### config.mk
export PLATFORM = sky130hd
export DESIGN_NAME = nearest_decimation
export DESIGN_NICKNAME = d
export VERILOG_FILES = /design/src/rtl/nearest_scale_pkg.sv /design/src/rtl/nearest_dda_sel.sv /design/src/rtl/nearest_decimation.sv
export SDC_FILE = /design/constraint.sdc
export NUM_CORES = 1
export LEC_CHECK = 0
export BUFFER_PORTS_ARGS = -buffer_cell sky130_fd_sc_hd__clkbuf_2
export CAP_MARGIN = 0
export CORE_MARGIN = 5
export CORE_UTILIZATION = 35
export CTS_CLUSTER_DIAMETER = 60
export DETAILED_ROUTE_END_ITERATION = 7
export GPL_TIMING_DRIVEN = 0
export PLACE_DENSITY = 0.53
export SYNTH_ARGS = -nofsm -noshare
export SYNTH_HDL_FRONTEND = slang
export SYNTH_SLANG_ARGS = --single-unit
### constraint.sdc
create_clock -name clk -period 5.8 [get_ports clk]
set_clock_uncertainty 0.1 [all_clocks]
set_input_delay 1.16 -clock clk [delete_from_list [all_inputs] [get_ports clk]]
set_output_delay 1.16 -clock clk [all_outputs]
set_load 0.02 [all_outputs]
### src/rtl/nearest_scale_pkg.sv
// Shared widths, Q16 constants and state type for the nearest-neighbour scalers.
// Also holds the saturating accumulator add used by the per-axis DDA selector.
package nearest_scale_pkg;

  localparam int FRAC_W = 16;
  localparam int CNT_W  = 12;
  localparam int ACC_W  = 29;

  localparam int unsigned ONE_Q16 = 65536;

  typedef enum logic [1:0] {
    IDLE,
    FRAME,
    DONE
  } dec_state_t;

  // Once the carry bit is set the accumulator is frozen so no later index can match.
  function automatic logic [ACC_W-1:0] sat_add(input logic [ACC_W-1:0] acc,
                                               input logic [ACC_W-1:0] step);
    logic [ACC_W:0] sum;
    sum = {1'b0, acc} + {1'b0, step};
    if (acc[ACC_W-1])
      return acc;
    else if (sum[ACC_W])
      return '1;
    else
      return sum[ACC_W-1:0];
  endfunction

endpackage

### src/rtl/nearest_dda_sel.sv
// One axis of the decimator: a source index counter and a Q16 accumulator holding
// the source index of the next output sample; keep is high when the two line up.
module nearest_dda_sel
  import nearest_scale_pkg::*;
#(
  parameter int unsigned STEP = ONE_Q16
) (
  input  logic             clk,
  input  logic             rst_n,
  input  logic             clear,
  input  logic             cnt_en,
  input  logic             step_en,
  output logic [CNT_W-1:0] cnt,
  output logic             keep
);

  localparam logic [ACC_W-1:0] STEP_Q = ACC_W'(STEP);

  logic [ACC_W-1:0] acc;

  assign keep = (acc[ACC_W-1:FRAC_W] == {1'b0, cnt});

  // Clear has priority; the counter saturates rather than wrapping.
  always_ff @(posedge clk or negedge rst_n) begin
    if (!rst_n) begin
      cnt <= '0;
      acc <= '0;
    end else if (clear) begin
      cnt <= '0;
      acc <= '0;
    end else begin
      if (step_en)
        acc <= sat_add(acc, STEP_Q);
      if (cnt_en && (cnt != '1))
        cnt <= cnt + 1'b1;
    end
  end

endmodule

### src/rtl/nearest_decimation.sv
// Nearest-neighbour video downscaler: drops source pixels and lines with Q16 step
// accumulators and re-emits the kept samples one clock later in the same stream format.
module nearest_decimation
  import nearest_scale_pkg::*;
#(
  parameter int          pre_img_x_res = 1280,
  parameter int          pre_img_y_res = 720,
  parameter int unsigned X_STEP        = 131072,
  parameter int unsigned Y_STEP        = 98304
) (
  input  logic       clk,
  input  logic       rst_n,
  input  logic       pre_img_vsync,
  input  logic       pre_img_hsync,
  input  logic       pre_img_valid,
  input  logic [7:0] pre_img_data,
  output logic       post_img_vsync,
  output logic       post_img_hsync,
  output logic       post_img_valid,
  output logic [7:0] post_img_data,
  output logic       post_frame_done
);

  if (X_STEP < ONE_Q16 || Y_STEP < ONE_Q16) begin : g_step_check
    $error("nearest_decimation: X_STEP and Y_STEP must be at least 1.0 in Q16");
  end

  localparam logic [CNT_W-1:0] X_RES  = CNT_W'(pre_img_x_res);
  localparam logic [CNT_W-1:0] Y_LAST = CNT_W'(pre_img_y_res - 1);

  dec_state_t       state;
  logic             vsync_d;
  logic             hsync_d;
  logic             keep_line_q;
  logic             line_active_q;

  logic [CNT_W-1:0] sx;
  logic [CNT_W-1:0] sy;
  logic             x_keep;
  logic             y_keep;

  logic vsync_rise;
  logic hsync_rise;
  logic hsync_fall;
  logic in_frame;
  logic line_start;
  logic line_now;
  logic keep_now;
  logic accept;
  logic pix_keep;
  logic line_end;
  logic frame_end;

  // A vsync rise overrides everything else in its cycle, so in_frame excludes it.
  always_comb begin
    vsync_rise = pre_img_vsync & ~vsync_d;
    hsync_rise = pre_img_hsync & ~hsync_d;
    hsync_fall = ~pre_img_hsync & hsync_d;
    in_frame   = (state == FRAME) & ~vsync_rise;
    line_start = in_frame & hsync_rise;
    line_now   = line_start | line_active_q;
    keep_now   = hsync_rise ? y_keep : keep_line_q;
    accept     = in_frame & pre_img_hsync & pre_img_valid & (sx < X_RES);
    pix_keep   = accept & line_now & keep_now & x_keep;
    line_end   = in_frame & hsync_fall & line_active_q;
    frame_end  = line_end & (sy == Y_LAST);
  end

  nearest_dda_sel #(
    .STEP (X_STEP)
  ) u_dda_x (
    .clk     (clk),
    .rst_n   (rst_n),
    .clear   (vsync_rise | hsync_fall),
    .cnt_en  (accept),
    .step_en (accept & x_keep),
    .cnt     (sx),
    .keep    (x_keep)
  );

  nearest_dda_sel #(
    .STEP (Y_STEP)
  ) u_dda_y (
    .clk     (clk),
    .rst_n   (rst_n),
    .clear   (vsync_rise),
    .cnt_en  (line_end),
    .step_en (line_end & keep_line_q),
    .cnt     (sy),
    .keep    (y_keep)
  );

  // A line only counts if its hsync rise was seen inside the frame; the tail of a
  // line interrupted by a vsync restart is neither output nor counted as line 0.
  always_ff @(posedge clk or negedge rst_n) begin
    if (!rst_n) begin
      state           <= IDLE;
      vsync_d         <= 1'b0;
      hsync_d         <= 1'b0;
      keep_line_q     <= 1'b0;
      line_active_q   <= 1'b0;
      post_img_vsync  <= 1'b0;
      post_img_hsync  <= 1'b0;
      post_img_valid  <= 1'b0;
      post_img_data   <= 8'd0;
      post_frame_done <= 1'b0;
    end else begin
      vsync_d         <= pre_img_vsync;
      hsync_d         <= pre_img_hsync;
      post_img_vsync  <= pre_img_vsync;
      post_img_hsync  <= in_frame & pre_img_hsync & line_now & keep_now;
      post_img_valid  <= pix_keep;
      post_frame_done <= frame_end;
      if (pix_keep)
        post_img_data <= pre_img_data;

      if (vsync_rise) begin
        line_active_q <= hsync_rise;
        keep_line_q   <= hsync_rise;
      end else if (hsync_fall) begin
        line_active_q <= 1'b0;
        keep_line_q   <= 1'b0;
      end else if (line_start) begin
        line_active_q <= 1'b1;
        keep_line_q   <= y_keep;
      end

      case (state)
        IDLE:    if (vsync_rise) state <= FRAME;
        FRAME:   if (frame_end)  state <= DONE;
        DONE:    if (vsync_rise) state <= FRAME;
        default: state <= IDLE;
      endcase
      if (vsync_rise)
        state <= FRAME;
    end
  end

endmodule
# Word level (Yosys, flattened, before mapping)
# Index checks and enable logic that the tools add are counted.
# classes
addsub,4
n_lt_le_gt_ge,1
n_eq_ne,11
muxes,22
bitwise_logic,24
reduce_logical,12
# op_table
op,n
$mux W29,8
$mux W12,4
$add A29 B17 Y30 const B,1
$add A29 B18 Y30 const B,1
$eq A13 B12 Y1,2
$add A12 B1 Y12 const B,2
$ne A12 B12 Y1 const B,2
$and A1 B1 Y1,18
$eq A12 B10 Y1 const B,1
$lt A12 B11 Y1 const B,1
$reduce_bool A2 Y1,4
$mux W1,7
$reduce_and A2 Y1,3
$mux W2,2
$ne A2 B1 Y1 const B,2
$not A1 Y1,4
$pmux W2 S2,1
$ne A3 B3 Y1 const B,1
$reduce_bool A3 Y1,1
$eq A2 B1 Y1 const B,1
$eq A2 B2 Y1 const B,1
$logic_and A1 B1 Y1,2
$logic_not A2 Y1,1
$ne A2 B2 Y1 const B,1
other kinds (2),3
# word_totals
register_bits,99
output_inout_bits,12

# Longest topological paths before layout
# logic_depth
word_depth,10
mapped_depth,7
depth_no_buf,6

# Cells and area by module
# From an unflattened synthesis, not the netlist that was laid out.
# unflattened
cells_unflattened,366
hier_area_um2,3738.6
# by_module_without_submodules
module,instances,cells_per_inst,area_per_inst_um2,seq_area_each_um2
nearest_dda_sel at u_dda_y,1,157,1500.2,650.6
nearest_dda_sel at u_dda_x,1,145,1437.6,625.6
nearest_decimation,1,64,800.8,425.4

# Worst setup path before layout
# OpenSTA, ideal clock, no wires.
# synth_path
path_kind,input port to flip-flop
start,input pre_img_hsync
end,register post_img_data[0]
arrival_ns,2.743
t_required_ns,5.575
setup_slack_ns,2.832
cell_stages,6
cell_sequence,clkbuf_2 > and2b_4 > a31o_2 > o21ai_0 > a2111oi_4 > mux2_2
# synth_between
elab_chain_cells,6
# synth_rtl
item,line_no,source
start: declaration,nearest_decimation.sv:14,"input logic pre_img_hsync,"
"$and A1 B1 Y1, on equally long branches","nearest_decimation.sv:63, nearest_decimation.sv:57",
"$and A1 B1 Y1, on equally long branches","nearest_decimation.sv:63, nearest_decimation.sv:60",
$and A1 B1 Y1 / $or A1 B1 Y1 (equally long branches),"nearest_decimation.sv:63, nearest_decimation.sv:61",
$and A1 B1 Y1,nearest_decimation.sv:64,pix_keep = accept & line_now & keep_now & x_keep;
$and A1 B1 Y1 * (2 in series),nearest_decimation.sv:64,
end signal: assignment,nearest_decimation.sv:115,post_img_data <= pre_img_data;
end: declaration,nearest_decimation.sv:20,"output logic [7:0] post_img_data,"
# Mark *: on every way between the ends. The rest lies on a longest branch, timed or not.
# A chain may end at the register's enable or synchronous reset.

# Final worst setup path
# layout_path
start,input pre_img_hsync
end,register post_img_data[3]
# The elaborated chain is that of the path after synthesis.

==> reports/results.txt <==
core area: 10,200 µm²
Seq/Total Area, Yosys: 0.469
RSZ-0062 raised after global routing: false
Starting Density: 0.354
CTS tree: yes
clock sink count: 68
post-synth top area cell: dfrtp_1
Fin Setup TNS: 0 ns
startpoint types: input port
critical path class: input port to flop
peak supply drop: 0.000178 V
Pwr Density: 282 nW/µm²
Setup WS pre-CTS: 2.44 ns
Fill cells: 1,026
post-DP HPWL: 5910 µm
Peak Freq: 336 MHz
# rows: 37
Post-layout nets: 423
H-tree Lvls: 3
drt total wl: 8300 µm
average size of a mapped cell: 9.80 µm²
largest net degree at the start of global routing: 47
endpoints failing setup: 0
Distinct cells, synth: 53
ANT cells: 0
relative slew slack: 0.550
Post-Syn Area: 3620 µm²
Residual DRC: 0
number of antenna-violating nets in the routed design: 0
total number of vias: 2,881
Syn Nets: 387
ratio of cells with drive above 1 in the final layout: 0.158
Yosys reg bits: 68
Pre-antenna DRT Iters: 6
R2R depth: 5
Synth Instances: 370
Port Buffer Count: 24
Pleak: 0.00190 µW
non-filler cells, final: 547
initial detailed-routing violation count: 143
dpl cells: 531
Post-synth EDFFs: 0
GRT Resource Usage Total: 0.142
grt ovf: 0
Routed wire per std cell: 15.2 µm
final worst slack: 2.83 ns
worst min path class: flop to flop
Tcrit/Tclk final: 0.513
multi-input combinational cell area: 1820 µm²
leading post-synthesis cells by cell area: dfrtp_1 47%, xor2_1 5.8%, xnor2_1 3.6%, nand3_1 3.5%, nand2_1 3.0%
clk buf depth: 2
post-cts hold buffer count: 0
worst path required time: 5.94 ns
clk_lat worst skew: 0.35 ns
CTS Root Cell: clkbuf_8
Reg clk slew, reported paths: 0.07 ns
Main synth FF type: dfrtp_1
GPL Wtd Cong: 0.854
Slew Viols, Final: 0
post-CTS sizing: 0
Via density: 5.27
critical path data arrival time: 3.11 ns
Slew @ Worst Pin: 0.675 ns
TritonCTS buffer count: 9
Synth top area share: 0.469
FF-to-FF setup slack: 3.11 ns
Hold Fails Final Rpt: 0
Die H: 112 µm
Seq. cell area: 1700 µm²
CP max FO: 9
YS warnings: 0
Final Critical Period: 2.97 ns
status: completed
antenna violations before repair: 0
Area Growth Syn to Fin: 15.0%
Min-Delay Path Depth: 1
die area: 12,500 µm²
total of max-cap violations: 0
vias in the first global route: 2,870
die width: 112 µm
asr flop ratio synth: 1.00
number of top-level pins: 25
setup bufs post-CTS: 0
first-pass GRT wire length: 14,500 µm
Worst setup EP type: flop
==> worst paths after layout <==
| check | from | to |
|---|---|---|
| worst max-delay path | pre_img_hsync | post_img_data[3] |
| worst min-delay path | post_img_data[4] | post_img_data[4] |
| worst max register to register | u_dda_x.acc[17] | post_img_data[3] |
| worst min register to register | post_img_data[4] | post_img_data[4] |
| max in group asynchronous | rst_n | post_img_data[2] |
| min in group asynchronous | rst_n | u_dda_y.acc[19] |
==> kinds of logic (layout without fill, tap and decap cells) <==
logic type,after synthesis,after routing,share of synthesized area
AOI/OAI and AO/OA,62,62,0.116
xor gates and xnor gates,39,39,0.0942
adders and majority gates,4,4,0.0138
buffers and inverters,26,67,0.0293
DFF,68,68,0.469
muxes,13,13,0.0387
and+or+nand+nor,158,158,0.238
==> per-layer routing <==
metal / vias up / GRT usage / share of wire
met5: - / 0 / 0
met3: 10 / 0.0315 / 0.045
li1: 1415 / - / -
met1: 1396 / 0.201 / 0.49
met2: 60 / 0.216 / 0.45
met4: 0 / 0.0462 / 0.014
==> synthesized netlist by cell type (all sizes together), types with 5 or more instances <==
cell type / number
mux2i: 5
xnor2: 15
nor3: 13
nor4: 9
xor2: 24
a31oi: 10
nand4: 10
dfrtp: 68
and2: 5
a21oi: 8
or3: 6
inv: 8
clkbuf: 15
nand2: 29
nor2: 25
and3: 10
and4: 11
o21ai: 20
nand3: 25
mux2: 8
==> critical path, cell delays in order <==
cell       delay [ns]
clkbuf_2         0.09
clkbuf_2         0.18
and2b_4          0.22
a31o_2           0.15
o21ai_0          0.19
a2111oi_4        0.71
mux2_2           0.41
==> cell type report <==
type                            count  share of cell area
Multi-Input combinational cell    276               0.436
Sequential cell                    68               0.408
Tap cell                          136              0.0408
Timing Repair Buffer               25              0.0360
Clock buffer                       10              0.0330
Clock inverter                      6              0.0207
Buffer                             18              0.0183
Inverter                            8             0.00720
==> sequential cells by signal, summed over array words and instances (netlist names), 2 cells and up <==
name / count
u_dda_y.cnt: 12
u_dda_y.acc: 14
state: 2
u_dda_x.cnt: 12
post_img_data: 8
u_dda_x.acc: 13
==> where the power goes <==
group / internal, µW / switching (µW) / total [µW]
Clock: 254 / 191 / 445
Combinational: 71.2 / 120 / 191
Sequential: 511 / 28.3 / 540
Total: 836 / 340 / 1180
==> cell usage in the layout (no fill, tap or decap), types with 2 or more instances in the layout <==
cell type | synthesis | layout
clkbuf_1 | 13 | 13
and4_1 | 10 | 10
nand3_1 | 25 | 25
nor4_1 | 8 | 8
a41o_2 | 2 | 2
nor3_1 | 13 | 13
nand2b_1 | 2 | 2
buf_2 | 2 | 2
xor2_1 | 24 | 24
clkbuf_2 | 2 | 25
clkbuf_8 | 0 | 10
or4_1 | 2 | 2
xnor2_1 | 15 | 15
a211oi_1 | 3 | 3
clkinv_2 | 0 | 2
nor2b_1 | 3 | 3
nand3b_1 | 2 | 2
o22a_1 | 2 | 2
a31o_2 | 2 | 2
dfrtp_1 | 68 | 68
and3_1 | 9 | 9
inv_1 | 8 | 8
o21a_1 | 3 | 3
nand2_1 | 29 | 29
mux2_2 | 8 | 8
nand4_1 | 10 | 10
bufinv_16 | 0 | 2
a31oi_1 | 10 | 10
and2_1 | 5 | 5
mux2i_1 | 5 | 5
o21ai_0 | 19 | 19
a21oi_1 | 8 | 8
nor2_1 | 25 | 25
ha_1 | 4 | 4
or3_1 | 6 | 6
o211ai_1 | 3 | 3
==> stage by stage <==
step / instance area (µm²) / util / hold slack, ns / power, µW
floorplan: 3620 / - / 0.362 / 668
global placement: 3920 / 0.383 / 0.388 / 737
detailed placement: 3950 / 0.386 / 0.395 / 744
CTS: 4170 / 0.407 / 0.413 / 1200
global route: 4170 / 0.407 / 0.420 / 1240
finish: 4170 / 0.407 / 0.409 / 1180
Note: power is estimated with default switching activity, not from simulation.
